## src/rtl/input_debouncer.sv

```systemverilog
// Two-flop synchroniser plus per-channel debounce FSMs for the board switches.
// oSW[i] feeds iAND_(i+1) of the AND/OR stage; oChange strobes on any accepted update.

module input_debouncer_chan #(
  parameter int DEBOUNCE_CYCLES = 1_000_000,
  parameter int CW              = $clog2(DEBOUNCE_CYCLES + 1)
) (
  input  logic clk,
  input  logic iReset,
  input  logic i_s,
  output logic o_level,
  output logic o_accept,
  output logic o_busy
);

  typedef enum logic {IDLE = 1'b0, COUNT = 1'b1} state_t;

  localparam logic [CW-1:0] LAST     = CW'(DEBOUNCE_CYCLES - 1);
  localparam logic [CW-1:0] ONE      = CW'(1);
  localparam bit            SINGLE   = (DEBOUNCE_CYCLES == 1);

  state_t        r_state, w_state_nxt;
  logic [CW-1:0] r_cnt, w_cnt_nxt;
  logic          r_level;
  logic          w_diff;
  logic          w_accept;

  assign w_diff = (i_s != r_level);

  always_ff @(posedge clk) begin
    if (iReset) begin
      r_state <= IDLE;
      r_cnt   <= '0;
      r_level <= 1'b0;
    end else begin
      r_state <= w_state_nxt;
      r_cnt   <= w_cnt_nxt;
      if (w_accept) r_level <= i_s;
    end
  end

  // cnt == 0 exactly when in IDLE, so oBusy can be derived from the counter alone.
  always_comb begin
    w_state_nxt = r_state;
    w_cnt_nxt   = r_cnt;
    unique case (r_state)
      IDLE: begin
        if (w_diff && !SINGLE) begin
          w_state_nxt = COUNT;
          w_cnt_nxt   = ONE;
        end
      end
      COUNT: begin
        if (!w_diff || w_accept) begin
          w_state_nxt = IDLE;
          w_cnt_nxt   = '0;
        end else begin
          w_cnt_nxt   = r_cnt + ONE;
        end
      end
      default: begin
        w_state_nxt = IDLE;
        w_cnt_nxt   = '0;
      end
    endcase
  end

  always_comb begin
    w_accept = 1'b0;
    unique case (r_state)
      IDLE:    w_accept = w_diff && SINGLE;
      COUNT:   w_accept = w_diff && (r_cnt == LAST);
      default: w_accept = 1'b0;
    endcase
  end

  assign o_level  = r_level;
  assign o_accept = w_accept;
  assign o_busy   = (r_cnt != '0);

endmodule

module input_debouncer #(
  parameter int N_INPUTS        = 4,
  parameter int DEBOUNCE_CYCLES = 1_000_000
) (
  input  logic                clk,
  input  logic                iReset,
  input  logic [N_INPUTS-1:0] iSW,
  output logic [N_INPUTS-1:0] oSW,
  output logic                oChange,
  output logic                oBusy
);

  logic [N_INPUTS-1:0] r_sync1, r_sync2;
  logic [N_INPUTS-1:0] w_accept, w_busy;
  logic                r_change;

  always_ff @(posedge clk) begin
    if (iReset) begin
      r_sync1  <= '0;
      r_sync2  <= '0;
      r_change <= 1'b0;
    end else begin
      r_sync1  <= iSW;
      r_sync2  <= r_sync1;
      r_change <= |w_accept;
    end
  end

  for (genvar i = 0; i < N_INPUTS; i++) begin : g_chan
    input_debouncer_chan #(
      .DEBOUNCE_CYCLES (DEBOUNCE_CYCLES)
    ) u_chan (
      .clk      (clk),
      .iReset   (iReset),
      .i_s      (r_sync2[i]),
      .o_level  (oSW[i]),
      .o_accept (w_accept[i]),
      .o_busy   (w_busy[i])
    );
  end

  assign oChange = r_change;
  assign oBusy   = |w_busy;

endmodule

```

## config.mk

```make
export PLATFORM = sky130hd
export DESIGN_NAME = input_debouncer
export DESIGN_NICKNAME = d
export VERILOG_FILES = /design/src/rtl/input_debouncer.sv
export SDC_FILE = /design/constraint.sdc
export NUM_CORES = 1
export LEC_CHECK = 0
export CAP_MARGIN = 20
export CORE_MARGIN = 4
export CORE_UTILIZATION = 67
export DETAILED_ROUTE_END_ITERATION = 10
export GPL_ROUTABILITY_DRIVEN = 0
export PLACE_DENSITY = 0.84
export REMOVE_ABC_BUFFERS = 1
export SLEW_MARGIN = 15
export SYNTH_ARGS = -nofsm -noshare
export SYNTH_HDL_FRONTEND = slang
export SYNTH_SLANG_ARGS = --single-unit
```

## constraint.sdc

```tcl
create_clock -name clk -period 6.8 [get_ports clk]
set_clock_uncertainty 0.05 [all_clocks]
set_input_delay 2.04 -clock clk [delete_from_list [all_inputs] [get_ports clk]]
set_output_delay 2.04 -clock clk [all_outputs]
set_load 0.005 [all_outputs]
```

==> flow_summary.ini, run 1 <==
[synthesis]
ys_types = 56
synth.most_common_cell = dfxtp_1
async_reset_ff_share_pct = 0
netlist.area_leader.share_pct = 38.5
syn_area_um2 = 5050
synth_edf_count = 0
synthTopCellsByArea = dfxtp_1 (38%), nand3_1 (5.4%), nand2_1 (4.6%)
post-synth-top-area-cell = dfxtp_1
synth.avg_cell_area_um2 = 8.26
synthCells = 611
synth-seq-cells = 97
ys_warn_count = 0
ys_seq_area_share_pct = 38.5
ys.flop_type = dfxtp_1
ys_top_cells_by_count = dfxtp_1 (97), nand2_1 (62), nand3_1 (54), nor2_1 (44), a21oi_1 (41)

[cells_and_area]
multi_input_area_um2 = 2900
design_area_um2 = 5420
syn2layout_area_growth_pct = 7.34
n_antenna_cell = 0
drive_gt1_share_pct = 7.64
final_nets = 624
nFillCells = 589
fin_util_pct = 74.3
regArea_um2 = 1940

[sta]
final_max_slew_viol_count = 0
tns_ns = 0
fmax_ghz = 0.210
layout_min_cycle_time_ns = 4.77
max_slew_margin_pct = 49.3
finalCritPeriodShare_pct = 70.1
rsz0062_at_grt = no
final-hold-violation-count = 0
worst_pin_slew_ns = 0.757
setup_viol = 0

[worst_setup_path]
worstSetupPathType = flip-flop to primary output
required_ns = 4.71
path_max_fanout = 7
max_stage_delay_ns = 0.60
cp.buffers_inverters = 1
cp_cell_sequence = or4_4 -> nor4_1 -> nand3_1 -> nor3_1 -> nand4_1 -> clkdlybuf4s50_1
arrival_ns = 2.68
startpoint_type = flip-flop
end_kind = primary output
critPathSlowestCell = or4_4
crit_family = simple AND/OR/NAND/NOR gates

[die]
start_util_pct = 69.2
die_x_um = 94.8
io_pins = 12
rows = 31
dieArea_um2 = 8980
core-area_um2 = 7290
die_y_um = 94.8

[global_routing]
grt_pass1_vias = 4246
antenna_found_initial = 0
grt_overflow = 0
grt_max_degree = 43
grt_use_total_pct = 26.8
grt_pass1_wl_um = 19500

[job]
cap_violations = 0

[cts]
cts_root_buf = clkbuf_8
cts_tree = yes
path_clk_slew_ns = 0.09
cts_made_buffers = 9
clock_latency_ns = 0.37
post_cts_buffers = 0
cts_max_path_buffers = 2
cts.sinks = 97
cts-htree-levels = 3
cts_resized = 0
ctsHoldBuffers = 0

[placement]
placed_cell_area_um2 = 5180
hpwl_um = 7940
portBuffers = 11

[routing]
wl_per_cell_um = 16.1
wl_um = 11500
detailroute.via_count = 4699
ant_nets = 0
via_per_inst = 6.58
drt_iter0_markers = 232
dr.pass1.iters = 5
drc = 0

[power]
pwr_density_cell_nw_per_um2 = 196
ir_drop_mv = 0.127
power.leakage_nw = 1.85

[worst_hold_path]
min-delay-path-class = flip-flop to flip-flop

[outcome]
status = finished clean
[sequential cells by signal, indices dropped and copies added (netlist names)]
name,cells
g_chan.u_chan.r_cnt,80
g_chan.u_chan.o_level,4
g_chan.u_chan.r_state,4
r_sync1,4
r_sync2,4
oChange,1
[logic make-up (layout without fill, tap and decap cells)]
family | Yosys count | in the layout | synth area share, %
compound gates | 141 | 141 | 18.4
xor+xnor | 15 | 15 | 2.60
fa+ha+maj | 8 | 8 | 1.98
buf+inv | 45 | 49 | 4.12
flops | 97 | 97 | 38.5
mux | 14 | 14 | 2.78
simple gates | 291 | 291 | 31.7
[final timing paths]
check	cells past startpoint	from	endpoint	slack, ns
setup / recovery	6	g_chan[3].u_chan.r_cnt[6]	oBusy	2.03
hold / removal	1	r_sync1[0]	r_sync2[0]	0.40
setup reg to reg	7	g_chan[2].u_chan.r_cnt[0]	g_chan[2].u_chan.r_cnt[17]	4.40
hold reg to reg	1	r_sync1[0]	r_sync2[0]	0.40
[metrics by stage]
stage / power, W / hold WS [ns] / setup slack (ns) / instances
after floorplan: 0.000621 / 0.364 / 3.00 / 580
after global placement: 0.000642 / 0.367 / 2.44 / 695
after detailed placement: 0.000644 / 0.378 / 2.45 / 697
after CTS: 0.00106 / 0.400 / 2.04 / 713
after global routing: 0.00110 / 0.423 / 1.92 / 714
final: 0.00106 / 0.398 / 2.03 / 714
[final cells by class]
| type | instances | share of cell area, % |
|---|---|---|
| clock buffer | 11 | 2.61 |
| inverter | 14 | 0.970 |
| multi-input combinational | 469 | 53.6 |
| timing repair buffer | 19 | 3.12 |
| tap | 99 | 2.29 |
| clock inverter | 5 | 1.59 |
| sequential | 97 | 35.9 |
[worst reg2reg max path, stage by stage (launching register included)]
cell,delay [ns]
dfxtp_1,0.38
ha_1,0.28
and4_1,0.25
and4_4,0.22
a211oi_2,0.63
buf_6,0.24
a41oi_1,0.13
a31oi_1,0.16
[metal layers]
metal  GRT usage, %  share of wire [%]
met4           10.9                1.4
met5              0                  0
met2           43.5                 48
met3           2.87                5.7
met1           36.4                 45
[cells in the final DEF, fill, tap and decap left out, types with 4 or more instances in the layout]
cell,netlist,layout
a2111oi_0,4,4
a211o_1,4,4
a211oi_2,3,4
a21o_1,8,8
a21oi_1,41,41
a22o_1,6,6
a31oi_1,33,33
a41oi_1,6,6
and3_1,15,15
and4_1,5,5
buf_4,5,5
clkbuf_8,0,10
clkdlybuf4s50_1,0,11
dfxtp_1,97,97
ha_1,8,8
inv_1,14,14
mux2i_1,14,14
nand2_1,62,62
nand2b_1,7,7
nand3_1,54,54
nand4_1,27,27
nor2_1,44,44
nor2b_1,11,11
nor3_1,17,17
nor4_1,13,13
nor4_2,5,5
o21ai_0,17,17
or3_1,5,5
or4_1,7,7
or4_4,4,4
xnor2_1,5,5
xor2_1,10,10
[power breakdown]
group	switching [W]	leakage [nW]	total, W	internal (W)
sequential	0.00000657	0.784	0.000581	0.000574
clock	0.000207	0.115	0.000428	0.000221
combinational	0.0000306	0.954	0.0000515	0.0000209
Power figures use the tool's default switching activity.
==> inputs of run 2 (changes only) <==
--- a/config.mk
+++ b/config.mk
@@ -7,10 +7,10 @@
 export LEC_CHECK = 0
 export CAP_MARGIN = 20
 export CORE_MARGIN = 4
-export CORE_UTILIZATION = 67
+export CORE_UTILIZATION = 56
 export DETAILED_ROUTE_END_ITERATION = 10
 export GPL_ROUTABILITY_DRIVEN = 0
-export PLACE_DENSITY = 0.84
+export PLACE_DENSITY = 0.75
 export REMOVE_ABC_BUFFERS = 1
 export SLEW_MARGIN = 15
 export SYNTH_ARGS = -nofsm -noshare
==> constraint.sdc (replaced) <==
create_clock -name clk -period 4.05 [get_ports clk]
set_clock_uncertainty 0.05 [all_clocks]
set_input_delay 1.215 -clock clk [delete_from_list [all_inputs] [get_ports clk]]
set_output_delay 1.215 -clock clk [all_outputs]
set_load 0.005 [all_outputs]
==> run 2 against run 1 <==
Final area increased by 0.69%. Utilization decreased by 12 points. Critical path depth unchanged. Flip-flop and latch count unchanged. First-iteration DRC count increased by 10%.
==> flow_summary.ini, run 2 (same netlist as run 1, synthesis figures left out) <==
[placement]
placed_cell_area_um2 = 5230
place_ws_ns = 0.457
hpwl_um = 8010
portBuffers = 11

[sta]
rsz0062_at_grt = no
finalCritPeriodShare_pct = 95.9
tns_ns = 0
final-hold-violation-count = 0
fmax_ghz = 0.257
setup_slack_ns = 0.165
layout_min_cycle_time_ns = 3.89
worst_pin_slew_ns = 0.829
max_slew_margin_pct = 44.6
setup_viol = 0
final_max_slew_viol_count = 0

[cts]
cts.sinks = 97
cts_tree = yes
cts_root_buf = clkbuf_8
path_clk_slew_ns = 0.09
cts_max_path_buffers = 2
cts_made_buffers = 9
post_cts_buffers = 0
cts_resized = 0
cts-htree-levels = 3
ctsHoldBuffers = 0
clock_latency_ns = 0.36

[worst_setup_path]
crit_family = simple AND/OR/NAND/NOR gates
arrival_ns = 2.62
startpoint_type = flip-flop
worstSetupPathType = flip-flop to primary output
critPathSlowestCell = or4_4
cp_cell_sequence = or4_4 -> nor4_2 -> nand3_1 -> nor3_1 -> nand4_1 -> clkdlybuf4s50_1
end_kind = primary output
cp.buffers_inverters = 1
required_ns = 2.78
max_stage_delay_ns = 0.59
path_max_fanout = 4

[die]
die_y_um = 103
start_util_pct = 57.6
io_pins = 12
rows = 34
dieArea_um2 = 10600
core-area_um2 = 8760
die_x_um = 103

[routing]
via_per_inst = 6.34
drc = 0
detailroute.via_count = 4600
wl_per_cell_um = 15.7
ant_nets = 0
drt_iter0_markers = 256
dr.pass1.iters = 5
wl_um = 11400

[cells_and_area]
final_common_cell = dfxtp_1
syn2layout_area_growth_pct = 8.08
drive_gt1_share_pct = 8.27
final_nets = 628
regMostFlops = g_chan.u_chan.r_cnt
design_area_um2 = 5450
largest_reg_flops = 80
layout_common_cells = dfxtp_1 (97), nand2_1 (62), nand3_1 (54), nor2_1 (44), a21oi_1 (41)
n_antenna_cell = 0

[job]
cap_violations = 0

[global_routing]
grt_pass1_vias = 4059
grt_overflow = 0
grt_pass1_wl_um = 19100
antenna_found_initial = 0
grt_use_total_pct = 22.2
grt_max_degree = 24

[worst_hold_path]
min-delay-path-class = flip-flop to flip-flop

[power]
pwr_density_cell_nw_per_um2 = 323
power.leakage_nw = 1.87
ir_drop_mv = 0.274

[outcome]
status = finished clean
run 2: power breakdown:
part           internal (W)  switching (W)
Combinational     0.0000372      0.0000513
Sequential         0.000963      0.0000108
Clock              0.000374       0.000322
run 2: routing by layer:
metal | vias to the layer above | track usage [%] | part of all wire, %
li1 | 2288 | - | -
met1 | 2187 | 31.8 | 48
met2 | 114 | 34.8 | 46
met3 | 11 | 3.32 | 4.9
met4 | 0 | 6.37 | 0.93
met5 | - | 0 | 0
run 2: layout make-up:
cell class	count	area, µm²
clock buffer	11	151
inverter	14	52.6
fill	764	3310
sequential	97	1940
multi-input combinational	469	2910
timing repair buffer	23	200
clock inverter	3	65.1
tap	108	135
run 2: worst reg2reg max path, stage by stage, from the launching register on:
cell      delay [ns]
dfxtp_1         0.38
ha_1            0.27
and4_1          0.25
and4_4          0.22
a211oi_2        0.62
buf_4           0.31
o21ai_0         0.10
a31oi_1         0.15
run 2: through the flow:
stage / power [W] / hold WS (ns) / util (%) / cells
floorplan: 0.00104 / 0.364 / - / 580
global placement: 0.00108 / 0.371 / 59.7 / 711
detailed placement: 0.00108 / 0.379 / 59.7 / 711
CTS: 0.00177 / 0.397 / 62.2 / 725
global route: 0.00182 / 0.412 / 62.2 / 725
finish: 0.00176 / 0.395 / 62.2 / 725
run 2: path summary, 6_finish.rpt:
path                                            startpoint                        end  slack (ns)  depth (start not counted)
worst min register to register                  r_sync1[0]                 r_sync2[0]        0.39                          1
worst max-delay path            g_chan[3].u_chan.r_cnt[11]                      oBusy        0.16                          6
worst min-delay path                            r_sync1[0]                 r_sync2[0]        0.39                          1
worst max register to register   g_chan[2].u_chan.r_cnt[0]  g_chan[2].u_chan.r_cnt[5]        1.65                          7
